$ cat src/rtl/hb_decim_seq.sv
// hb_decim_seq -- read/write sequencer for a halfband decimate-by-2 filter
// built around the ram16_2sum dual-read RAM with its registered pre-adder.
//
// Incoming samples are written into the 16-entry RAM circularly. Every second
// sample starts a read sequence. The sequence issues NPAIRS symmetric address
// pairs and then one centre-tap read, where both addresses are equal. The
// coefficient index and the accumulator controls are delayed by 2 cycles so
// that they line up with the pre-adder output. strobe_out marks the cycle
// after the last accumulate.
//
// Ports:
//   clock, reset_n      system clock, asynchronous active-low reset
//   enable              low forces IDLE, flushes the pipeline, blocks writes
//   strobe_in, data_in  one-cycle input sample valid and signed sample
//   write, wr_addr,     RAM write port (write and wr_data are combinational)
//   wr_data
//   rd_addr1, rd_addr2  RAM read addresses; they hold their value in IDLE
//   coeff_idx           tap index of the sum at the pre-adder output
//                       (NPAIRS selects the centre tap)
//   acc_en, acc_first,  accumulator controls
//   acc_last
//   strobe_out          decimated result is ready in the accumulator
//   busy                a read sequence is being issued
//   overrun_clr,        only when HB_DECIM_SEQ_OVERRUN_EN is defined: sticky
//   overrun             flag for a dropped trigger and its clear input
//
// Optional feature macro: HB_DECIM_SEQ_OVERRUN_EN
//
// state | meaning
// IDLE  | waiting for a trigger write (a write while phase is 1)
// RUN   | issuing read step step_q; step NPAIRS is the centre tap

module hb_decim_seq #(
  parameter int NPAIRS = 4
) (
  input  logic        clock,
  input  logic        reset_n,
  input  logic        enable,
  input  logic        strobe_in,
  input  logic [15:0] data_in,
  output logic        write,
  output logic [3:0]  wr_addr,
  output logic [15:0] wr_data,
  output logic [3:0]  rd_addr1,
  output logic [3:0]  rd_addr2,
  output logic [2:0]  coeff_idx,
  output logic        acc_en,
  output logic        acc_first,
  output logic        acc_last,
  output logic        strobe_out,
`ifdef HB_DECIM_SEQ_OVERRUN_EN
  input  logic        overrun_clr,
  output logic        overrun,
`endif
  output logic        busy
);

  localparam logic [3:0] SPAN = 4'(4 * NPAIRS - 2);
  localparam logic [3:0] HALF = 4'(2 * NPAIRS - 1);
  localparam logic [2:0] LAST = 3'(NPAIRS);

  typedef enum logic {IDLE = 1'b0, RUN = 1'b1} state_t;

  state_t     state_q, state_d;
  logic [2:0] step_q, step_d;
  logic [3:0] base_q, base_d;
  logic [3:0] ptr_q, ptr_d;
  logic       phase_q, phase_d;
  logic [3:0] rd1_q, rd1_d, rd2_q, rd2_d;
  logic       start, trigger, issue;

  // Two-stage alignment pipeline: RAM register, then pre-adder sum register.
  logic       v1_q, f1_q, l1_q, v2_q, f2_q, l2_q, strobe_q;
  logic [2:0] k1_q, k2_q;

  assign write   = strobe_in & enable;
  assign wr_addr = ptr_q;
  assign wr_data = data_in;
  assign trigger = write & phase_q;
  assign issue   = enable && (state_q == RUN);

  always_comb begin
    state_d = state_q;
    step_d  = step_q;
    base_d  = base_q;
    ptr_d   = ptr_q;
    phase_d = phase_q;
    start   = 1'b0;
    if (!enable) begin
      state_d = IDLE;
      step_d  = '0;
      phase_d = 1'b0;
    end else begin
      if (write) begin
        ptr_d   = ptr_q + 4'd1;
        phase_d = ~phase_q;
      end
      case (state_q)
        IDLE: start = trigger;
        RUN: begin
          // A trigger that arrives on the centre step chains straight into
          // the next sequence. An earlier trigger is dropped.
          if (step_q == LAST) begin
            start = trigger;
            if (!trigger) state_d = IDLE;
          end else begin
            step_d = step_q + 3'd1;
          end
        end
        default: state_d = IDLE;
      endcase
      if (start) begin
        state_d = RUN;
        step_d  = '0;
        base_d  = wr_addr;
      end
    end
  end

  // The read addresses are registered so that step k is on the bus in the
  // cycle where step_q == k. They hold their value outside RUN.
  always_comb begin
    rd1_d = rd1_q;
    rd2_d = rd2_q;
    if (state_d == RUN) begin
      if (step_d == LAST) begin
        rd1_d = base_d - HALF;
        rd2_d = base_d - HALF;
      end else begin
        rd1_d = base_d - {step_d, 1'b0};
        rd2_d = base_d - (SPAN - {step_d, 1'b0});
      end
    end
  end

  always_ff @(posedge clock or negedge reset_n) begin
    if (!reset_n) begin
      state_q  <= IDLE;
      step_q   <= '0;
      base_q   <= '0;
      ptr_q    <= '0;
      phase_q  <= 1'b0;
      rd1_q    <= '0;
      rd2_q    <= '0;
      v1_q     <= 1'b0;
      f1_q     <= 1'b0;
      l1_q     <= 1'b0;
      k1_q     <= '0;
      v2_q     <= 1'b0;
      f2_q     <= 1'b0;
      l2_q     <= 1'b0;
      k2_q     <= '0;
      strobe_q <= 1'b0;
    end else begin
      state_q  <= state_d;
      step_q   <= step_d;
      base_q   <= base_d;
      ptr_q    <= ptr_d;
      phase_q  <= phase_d;
      rd1_q    <= rd1_d;
      rd2_q    <= rd2_d;
      v1_q     <= issue;
      f1_q     <= issue && (step_q == 3'd0);
      l1_q     <= issue && (step_q == LAST);
      k1_q     <= issue ? step_q : 3'd0;
      v2_q     <= enable & v1_q;
      f2_q     <= enable & f1_q;
      l2_q     <= enable & l1_q;
      k2_q     <= enable ? k1_q : 3'd0;
      strobe_q <= enable & l2_q;
    end
  end

  assign rd_addr1   = rd1_q;
  assign rd_addr2   = rd2_q;
  assign coeff_idx  = k2_q;
  assign acc_en     = v2_q;
  assign acc_first  = f2_q;
  assign acc_last   = l2_q;
  assign strobe_out = strobe_q;
  assign busy       = (state_q == RUN);

`ifdef HB_DECIM_SEQ_OVERRUN_EN
  logic overrun_q, overrun_d, drop;

  assign drop = trigger && (state_q == RUN) && (step_q != LAST);

  always_comb begin
    overrun_d = overrun_q;
    if (overrun_clr) overrun_d = 1'b0;
    if (drop)        overrun_d = 1'b1;
  end

  always_ff @(posedge clock or negedge reset_n) begin
    if (!reset_n) overrun_q <= 1'b0;
    else          overrun_q <= overrun_d;
  end

  assign overrun = overrun_q;
`endif

endmodule

$ cat config.mk
export PLATFORM = sky130hd
export DESIGN_NAME = hb_decim_seq
export DESIGN_NICKNAME = d
export VERILOG_FILES = /design/src/rtl/hb_decim_seq.sv
export SDC_FILE = /design/constraint.sdc
export NUM_CORES = 1
export LEC_CHECK = 0
export CORE_ASPECT_RATIO = 0.5
export CORE_MARGIN = 2
export CORE_UTILIZATION = 49
export DETAILED_ROUTE_END_ITERATION = 7
export DONT_BUFFER_PORTS = 1
export GPL_TIMING_DRIVEN = 0
export PLACE_DENSITY = 0.74
export REMOVE_ABC_BUFFERS = 1
export SKIP_CTS_REPAIR_TIMING = 1
export SLEW_MARGIN = 20
export SYNTH_ARGS = -nofsm -noshare
export SYNTH_HDL_FRONTEND = slang
export SYNTH_SLANG_ARGS = --single-unit
$ cat constraint.sdc
create_clock -name clock -period 2.6 [get_ports clock]
set_input_delay 0.26 -clock clock [delete_from_list [all_inputs] [get_ports clock]]
set_output_delay 0.26 -clock clock [all_outputs]
set_load 0.05 [all_outputs]
==> results of run 1 <==
registers in the layout (all words and copies together) (netlist names):
register,flops
acc_en,1
acc_first,1
acc_last,1
base_q,4
busy,1
coeff_idx,3
f1_q,1
k1_q,3
l1_q,1
phase_q,1
rd_addr1,4
rd_addr2,3
step_q,3
strobe_out,1
v1_q,1
wr_addr,4
worst paths after layout:
path / start / to
min in group asynchronous: reset_n / busy
min: enable / strobe_out
max: step_q[1] / rd_addr2[3]
max in group asynchronous: reset_n / busy
min reg2reg: k1_q[0] / coeff_idx[0]
max reg2reg: step_q[1] / rd_addr2[3]
cell type report:
type / instances / area [sq um] / area share (%)
Clock buffer: 8 / 80.08 / 4.046
Sequential cell: 33 / 830.8 / 41.97
Tap cell: 51 / 63.81 / 3.224
Inverter: 13 / 52.55 / 2.655
Multi-Input combinational cell: 101 / 823.3 / 41.59
Timing Repair Buffer: 14 / 128.9 / 6.511
power breakdown:
part / internal (mW) / total, mW / switching, mW
Combinational: 0.246 / 0.494 / 0.248
Clock: 0.190 / 0.368 / 0.178
Sequential: 0.628 / 1.07 / 0.446
Total: 1.06 / 1.94 / 0.872
kinds of logic (layout without fill, tap and decap cells):
family / count (synthesis) / after routing / share of synthesized area (%)
AOI/OAI and AO/OA: 23 / 23 / 10.20
xor gates and xnor gates: 9 / 9 / 4.431
adders and majority gates: 10 / 10 / 7.454
buffers and inverters: 34 / 35 / 12.09
DFF: 33 / 33 / 46.41
muxes: 5 / 5 / 3.024
and+or+nand+nor: 54 / 54 / 16.39
worst reg2reg max path: cells and delay by family, from the launching register on:
kind,cells,cell delay [ps]
flops,1,400
mux,1,340
compound gates,1,310
xor+xnor,1,160
buf+inv,3,200
simple gates,4,750
fa+ha+maj,3,460
through the flow:
step                      hold slack (ps)  power (mW)
after floorplan                    -35.59       1.356
after global placement             -34.85       1.432
after detailed placement           -35.07       1.449
after CTS                          -340.1       1.814
after global routing                99.57       2.053
final                               106.7       1.936
cell usage in the layout, fill, tap and decap left out, types with 2 or more instances in the layout:
master	count
a21oi_1	6
a31oi_1	2
and2_1	8
and3_1	3
buf_4	10
clkbuf_1	3
clkbuf_8	5
dfrtp_1	31
ha_1	5
ha_4	4
inv_1	8
inv_2	3
mux2_2	2
mux2i_1	2
nand2_1	12
nand3_1	7
nand4_1	2
nor2_1	9
o21ai_0	2
o21ai_2	2
or2_4	2
xnor2_1	6
xor2_1	2
routing by layer:
layer | wire [um] | GRT usage (%) | share of wire [%]
met2 | 1573 | 22.22 | 46
met3 | 336 | 8.961 | 9.8
met5 | 0 | 3.896 | 0
met4 | 23 | 5.373 | 0.67
met1 | 1493 | 20.51 | 44
==> summary.md, run 1 <==
| Metric | Value |
|---|---|
| Reg2Reg Setup Slack | `-80 ps` |
| Most frequent cell after synthesis | `dfrtp_1` |
| CP arrival | `2890 ps` |
| Ports | `57` |
| Setup TNS | `-78.12 ps` |
| RSZ-0062 raised after global routing | `yes` |
| Static leakage power | `0.9519 nW` |
| # fillers | `about 280` |
| Critical Setup Path Class | `flop to flop` |
| Pwr dens | `978.1 nW/um^2` |
| Status | `complete, but fails checks` |
| Req. time, crit path | `2810 ps` |
| First DRT Iteration DRCs | `37` |
| Slew HR | `slightly above 40%` |
| Most frequent cells after synthesis | `dfrtp_1, buf_4, inv_1, nand2_1, nor2_1` |
| Area grow syn2layout | `11.25%` |
| Cell taking the most area after synthesis | `dfrtp_1` |
| Final #Nets | `198` |
| Nature of the critical path startpoint | `flop` |
| Total GRT Usage | `between 10% and 20%` |
| Stages on the worst setup path | `13` |
| Crit path buf inv count | `3` |
| Hold Path Class | `input port to flop` |
| DIE WIDTH | `about 90 um` |
| R2r worst-path depth | `13` |
| TritonCTS clock tree | `yes` |
| CTS Buffer Depth | `2` |
| ANT cells | `0` |
| CP max-delay cell | `or4b_4` |
| Max Slew Vio Count | `0` |
| Clock Root Buffer | `clkbuf_8` |
| Die ar. | `4158 sq um` |
| Core box area | `between 3000 and 4000 sq um` |
| PnR worst setup slack | `-78.12 ps` |
| Placed Area | `about 1700 sq um` |
| Worst slew pin tran | `a little under 900 ps` |
| Hold path cells | `1` |
| Largest net degree at the start of global routing | `34` |
| Setup Skew | `between 6 and 7 ps` |
| Final hold vios | `0` |
| MaxCap Viol Count | `0` |
| Number of global-route vias before repair | `1,010` |
| Final setup viols | `1` |
| CP top delay family | `simple AND/OR/NAND/NOR gates` |
| Clock Latency Late Sink | `approximately 280 ps` |
| Final worst-path cycle share | `103.0%` |
| Final min period | `between 2000 and 3000 ps` |
| Synthesized flop and latch total | `33` |
| # port buffers | `0` |
| Routed vias | `1,153` |
| Post-synth top flop | `dfrtp_1` |
| Initial Utilization | `between 50% and 60%` |
| Synthesized area per cell | `around 11 sq um` |
| Pre-CTS WS | `-457.0 ps` |
| FP Rows | `15` |
| Yosys cell types | `43` |
| Share of layout cells above drive strength 1 | `between 20% and 30%` |
| Final Non-Filler Cells | `220` |
| Die height | `46.61 um` |
| Worst Path Max Fanout | `6` |
| DRC viols | `0` |
| Async set-reset flop share out of synthesis | `between 90% and 100%` |
| CP max stage delay | `between 400 and 500 ps` |
| Post-DP HPWL | `~2200 um` |
| EDFF count, synth | `0` |
| Peak Freq | `about 370 MHz` |
| Mapped Area | `between 1500 and 2000 sq um` |
| First-pass GRT wire length | `4788 um` |
| Wirelength, routed | `3427 um` |
| Cells after DPL | `198` |
| Vias per std cell | `~5.2` |
| Yosys Warn Count | `0` |
| Initial antenna violation count | `0` |
| Cells after Synth | `168` |
| Final instance area | `1979 sq um` |
| Area contributors post-synth | `dfrtp_1, buf_4, ha_1` |
| DR WL/cell | `around 16 um` |
| Setup crit end kind | `flop` |
| Violated checks | `setup timing` |
| Critical Path, Cell by Cell | `inv_2 -> ha_4 -> a21boi_4 -> nor2_4 -> mux2_4 -> inv_4 -> ha_4 -> inv_1 -> ha_4 -> xor2_2 -> nor2_1 -> or4b_4 -> nand4_1` |
| Most common cell on crit path | `ha_4` |
| H-tree Lvls | `2` |
| CTS sink count | `33` |
| Antenna Nets Post-Route | `0` |
| Yosys top cell area share | `46.41%` |
| Drt pass-1 iters | `4` |
| Post-synthesis sequential area ratio | `a little under half` |
| Peak VDD IR | `0.3393 mV` |
| Final core utilization | `between 50% and 60%` |
| Worst-path clk slew | `70 ps` |
| Gpl congestion | `about 0.8` |
| CTS Buf Count | `5` |
| Aggregate global routing overflow | `0` |
(Power assumes the default switching activity.)
==> run 2: changes to the inputs <==
- CORE_UTILIZATION: 49 -> 43
- PLACE_DENSITY: 0.74 -> 0.68
- REMOVE_ABC_BUFFERS: 1 -> unset
==> run 2 against run 1 <==
The flow still finishes with violations (setup timing). Clock skew down 1.1 ps. Clock power up 15%. Combinational power up 15%. Sequential share of layout area down 2.8 points. Die area up 13%. Clock-buffer cell count down 1. Total power up 5.6%. Non-clock buffer count up 17. Hold slack better by 27 ps. Fmax down 0.67%. Worst setup slack worse by 18 ps. Critical path type unchanged. Largest cell class unchanged.
==> summary.md, run 2 (synthesis gave the netlist of run 1 again) <==
| Metric | Value |
|---|---|
| Nature of the critical path startpoint | `flop` |
| CTS Buffer Depth | `2` |
| Peak VDD IR | `roughly 0.36 mV` |
| Pre-CTS WS | `-243.3 ps` |
| ANT cells | `0` |
| Hold EP | `step_q[2]` |
| Crit path buf inv count | `3` |
| Area grow syn2layout | `18.99%` |
| CTS sink count | `33` |
| Violated checks | `setup timing` |
| Switching Fraction | `45.08%` |
| Syn Nets | `between 150 and 200` |
| Clock Root Buffer | `clkbuf_8` |
| Hold_ws | `133.3 ps` |
| Die height | `slightly below 50 um` |
| Power consumption | `~2 mW` |
| R2r worst-path depth | `12` |
| Post-DP HPWL | `~2400 um` |
| RSZ-0062 raised after global routing | `yes` |
| First-pass GRT wire length | `5416 um` |
| Net Sw Power | `a little over 900 uW` |
| Hold path cells | `2` |
| CP max stage delay | `~540 ps` |
| Most common cell on crit path | `inv_2` |
| DIE WIDTH | `94.97 um` |
| Antenna Nets Post-Route | `0` |
| DRC viols | `0` |
| Setup crit end kind | `flop` |
| Largest net degree at the start of global routing | `34` |
| Drt pass-1 iters | `4` |
| Initial antenna violation count | `0` |
| Setup Skew | `between 5 and 6 ps` |
| Reg2Reg Setup Slack | `-100 ps` |
| MaxCap Viol Count | `0` |
| Final hold vios | `0` |
| Worst-path clk slew | `around 70 ps` |
| Req. time, crit path | `2820 ps` |
| DR WL/cell | `between 10 and 15 um` |
| Critical Setup Path Class | `flop to flop` |
| Initial Utilization | `45.11%` |
| CP arrival | `between 2000 and 3000 ps` |
| PnR worst setup slack | `-96.15 ps` |
| Final worst-path cycle share | `103.7%` |
| Routed vias | `between 1,000 and 1,500` |
| FP Rows | `16` |
| CP top delay family | `simple AND/OR/NAND/NOR gates` |
| # port buffers | `0` |
| Gpl congestion | `roughly 0.81` |
| Max Slew Vio Count | `0` |
| Worst slew pin tran | `588.4 ps` |
| H-tree Lvls | `2` |
| Final core utilization | `between 50% and 60%` |
| Hold_sp | `enable` |
| Part of the power in the clock network | `about a fifth` |
| Vias per std cell | `5.050` |
| Commonest non-fill, non-tap cell in the layout | `dfrtp_1` |
| Seq pwr share | `51.3%` |
| Clock Latency Late Sink | `approximately 280 ps` |
| CP max-delay cell | `dfrtp_2` |
| Static leakage power | `1.029 nW` |
| Setup TNS | `-96.15 ps` |
| Share of layout cells above drive strength 1 | `between 30% and 40%` |
| Reg-to-reg startpoint | `busy` |
| Core box area | `slightly below 4000 sq um` |
| Critical Path, Cell by Cell | `buf_6 -> a21boi_4 -> nor2_4 -> mux2_4 -> inv_2 -> ha_2 -> inv_2 -> ha_4 -> xor2_2 -> nor2_1 -> or4b_4 -> nand4_1` |
| Status | `complete, but fails checks` |
| Final #Nets | `215` |
| Aggregate global routing overflow | `0` |
| Hold Path Class | `input port to flop` |
| TritonCTS clock tree | `yes` |
| Wirelength, routed | `~3400 um` |
| Ports | `between 50 and 60` |
| CTS Buf Count | `5` |
| Internal power | `approximately 1.1 mW` |
| Pwr dens | `965.7 nW/um^2` |
| Number of global-route vias before repair | `1,154` |
| Slew HR | `between 60 and 70%` |
| Total GRT Usage | `15.45%` |
| Final min period | `roughly 2700 ps` |
| Capturing point of the worst reg2reg path | `rd_addr2[3]` |
| Most frequent cells in the layout | `dfrtp_1, buf_4, nand2_1` |
| Peak Freq | `roughly 370 MHz` |
| Combinational power share | `~28%` |
| Die ar. | `~4700 sq um` |
| Final setup viols | `1` |
| Worst Path Max Fanout | `6` |
| First DRT Iteration DRCs | `35` |
==> run 2: metal layers <==
layer / routed length, um / share of wire (%) / track usage, % / up-vias
met5: 0 / 0 / 0 / -
met2: 1603 / 47 / 24.00 / 57
met3: 309 / 9.0 / 6.881 / 4
li1: - / - / - / 576
met1: 1490 / 43 / 19.20 / 575
met4: 28 / 0.82 / 5.314 / 0
==> run 2: worst max path at each step <==
| stage | slack, ps | to | depth (start not counted) | start |
|---|---|---|---|---|
| after floorplan | 5 | rd_addr2[3] | 11 | busy |
| after global placement | -170 | rd_addr2[3] | 12 | step_q[0] |
| after detailed placement | -240 | rd_addr2[3] | 12 | step_q[0] |
| after CTS | -290 | rd_addr2[3] | 12 | step_q[0] |
| after global routing | -220 | rd_addr2[3] | 13 | step_q[1] |
| final | -100 | rd_addr2[3] | 12 | busy |
==> run 2: through the flow <==
stage	cell area [sq um]	instances
global route	2117	240
CTS	1957	230
floorplan	1788	168
detailed placement	1856	222
finish	2117	240
global placement	1856	222
==> run 2: area by class of cell <==
class                   instances  area, sq um
repair buffers                 10        91.34
fillers                       325         1827
multi-input cells             101        813.3
clock inverters                 1        5.005
plain buffers                  21        165.2
inverters                      13        50.05
well taps                      54        67.56
clock buffers                   7        96.34
flip-flops and latches         33        828.3
==> run 2: worst register-to-register path, delay by kind of cell (launching register included) <==
kind            cells  cell delay [ps]
mux                 1              320
flops               1              540
xor+xnor            1              140
fa+ha+maj           2              330
simple gates        4              700
buf+inv             3              300
compound gates      1              300
==> run 2: power by group through the flow <==
| stage | clock network (mW) | registers [mW] | logic [mW] |
|---|---|---|---|
| 2_1_floorplan | 0 | 1.02 | 0.418 |
| 3_3_place_gp | 0 | 1.05 | 0.466 |
| 3_5_place_dp | 0 | 1.06 | 0.480 |
| 4_1_cts | 0.434 | 1.05 | 0.485 |
| 5_1_grt | 0.465 | 1.06 | 0.657 |
| 6_report | 0.424 | 1.05 | 0.570 |
==> run 3: changes to the inputs <==
- SKIP_CTS_REPAIR_TIMING: 1 -> unset
==> run 3 against run 2 <==
The run still ends with setup timing left. Fmax grew 3.1%. First-iteration DRC count shrank 11%. Clock power shrank 0.9%. Critical path depth shrank 1. Combinational power grew 3.9%. Via count grew 0.83%. Flip-flop and latch count is the same. Critical path type unchanged.
==> summary.md, run 3 (synthesis gave the netlist of run 1 again) <==
| Metric | Value |
|---|---|
| R2r worst-path depth | `11` |
| Final core utilization | `a little over half` |
| Critical Path, Cell by Cell | `buf_6 -> a21boi_4 -> o21ai_2 -> or2_4 -> ha_4 -> inv_2 -> ha_4 -> xor2_2 -> nor2_1 -> or4b_4 -> nand4_1` |
| Peak Freq | `382.3 MHz` |
| Hold path cells | `2` |
| Placed Area | `between 1500 and 2000 sq um` |
| Syn Nets | `between 150 and 200` |
| Initial antenna violation count | `0` |
| CP max stage delay | `roughly 530 ps` |
| Total GRT Usage | `between 10% and 20%` |
| Routed vias | `1,222` |
| ANT cells | `0` |
| Final worst-path cycle share | `100.6%` |
| Slew HR | `around three fifths` |
| First-pass GRT wire length | `between 5000 and 6000 um` |
| Final min period | `between 2000 and 3000 ps` |
| Final setup viols | `1` |
| Worst Path Max Fanout | `4` |
| DIE WIDTH | `approximately 95 um` |
| FP Rows | `16` |
| Most common cell on crit path | `ha_4` |
| Most frequent cells in the layout | `dfrtp_1, buf_4, nand2_1` |
| Final hold vios | `0` |
| Peak VDD IR | `a little under 0.4 mV` |
| Clock Latency Late Sink | `roughly 280 ps` |
| Aggregate global routing overflow | `0` |
| Drt pass-1 iters | `4` |
| Initial Utilization | `45.11%` |
| Post-DP HPWL | `~2400 um` |
| Antenna Nets Post-Route | `0` |
| CP arrival | `approximately 2800 ps` |
| CTS Buffer Depth | `2` |
| Vias per std cell | `between 5 and 6` |
| Final instance area | `around 2200 sq um` |
| Setup Skew | `between 5 and 6 ps` |
| Core box area | `3944 sq um` |
| Gpl congestion | `between 0.8 and 0.9` |
| Worst-path clk slew | `roughly 70 ps` |
| Final Non-Filler Cells | `244` |
| Clock Root Buffer | `clkbuf_8` |
| Pwr dens | `~950 nW/um^2` |
| Largest net degree at the start of global routing | `34` |
| DRC viols | `0` |
| Final #Nets | `between 200 and 250` |
| Status | `complete, but fails checks` |
| Commonest non-fill, non-tap cell in the layout | `dfrtp_1` |
| Area grow syn2layout | `21.45%` |
| Violated checks | `setup timing` |
| Max Slew Vio Count | `0` |
| Hold Path Class | `input port to flop` |
| Nature of the critical path startpoint | `flop` |
| TritonCTS clock tree | `yes` |
| # port buffers | `0` |
| Static leakage power | `roughly 1.1 nW` |
| Die ar. | `between 4000 and 5000 sq um` |
| Share of layout cells above drive strength 1 | `about a third` |
| Wirelength, routed | `3510 um` |
| Setup crit end kind | `flop` |
| RSZ-0062 raised after global routing | `yes` |
| CP max-delay cell | `dfrtp_2` |
| Critical Setup Path Class | `flop to flop` |
| Req. time, crit path | `around 2800 ps` |
| Cells after DPL | `~220` |
| PnR worst setup slack | `-15.93 ps` |
| Worst slew pin tran | `approximately 590 ps` |
| CTS Buf Count | `5` |
| Power consumption | `around 2.1 mW` |
| MaxCap Viol Count | `0` |
| Die height | `around 49 um` |
| Number of global-route vias before repair | `about 1,300` |
| H-tree Lvls | `2` |
| Ports | `57` |
| CTS sink count | `33` |
| First DRT Iteration DRCs | `31` |
| DR WL/cell | `14.39 um` |
| # fillers | `~330` |
run 3: final timing paths:
| path | from | endpoint | slack [ps] |
|---|---|---|---|
| max | busy | rd_addr2[3] | -20 |
| min | enable | step_q[2] | 140 |
| max reg2reg | busy | rd_addr2[3] | -20 |
| min reg2reg | f1_q | acc_first | 450 |
| max in group asynchronous | reset_n | busy | 2000 |
| min in group asynchronous | reset_n | rd_addr2[3] | 420 |
run 3: cell type report:
type / instances / area, sq um / area share (%)
clock buffers: 7 / 96.34 / 4.459
multi-input cells: 101 / 825.8 / 38.22
repair buffers: 14 / 123.9 / 5.732
well taps: 54 / 67.56 / 3.127
flip-flops and latches: 33 / 827.0 / 38.27
inverters: 13 / 50.05 / 2.316
clock inverters: 1 / 5.005 / 0.2316
plain buffers: 21 / 165.2 / 7.643
run 3: power breakdown:
group          internal (mW)  switching (mW)
Sequential             0.628           0.419
Combinational          0.267           0.324
Clock                  0.239           0.181
run 3: worst max-delay path, delay by kind of cell, from the launching register on:
kind | cells | cell delay [ps]
adders and majority gates | 2 | 410
buffers and inverters | 2 | 180
xor gates and xnor gates | 1 | 140
DFF | 1 | 530
AOI/OAI and AO/OA | 2 | 360
and+or+nand+nor | 4 | 920
run 3: what timing repair did:
action	CTS	global route
hold buffers	2	0
pin swaps	5	6
endpoints found under the hold margin	33	0
setup buffers	5	7
endpoints found under the setup margin	1	3
resized for setup	10	8
run 3: per-stage QoR:
stage               hold slack (ps)  setup TNS, ps  setup WS (ps)
global route                  128.9         -190.9         -121.7
finish                        135.7         -15.93         -15.93
floorplan                    -35.59              0          4.674
CTS                           126.2              0          2.397
global placement             -34.95         -168.4         -168.4
detailed placement           -35.08         -243.3         -243.3
run 3: layer usage:
layer / up-vias / track usage (%) / share of wire [%]
met5: - / 0 / 0
met4: 0 / 6.039 / 0.54
met3: 2 / 6.881 / 8.5
met2: 56 / 26.00 / 47
met1: 583 / 20.56 / 44
li1: 581 / - / -
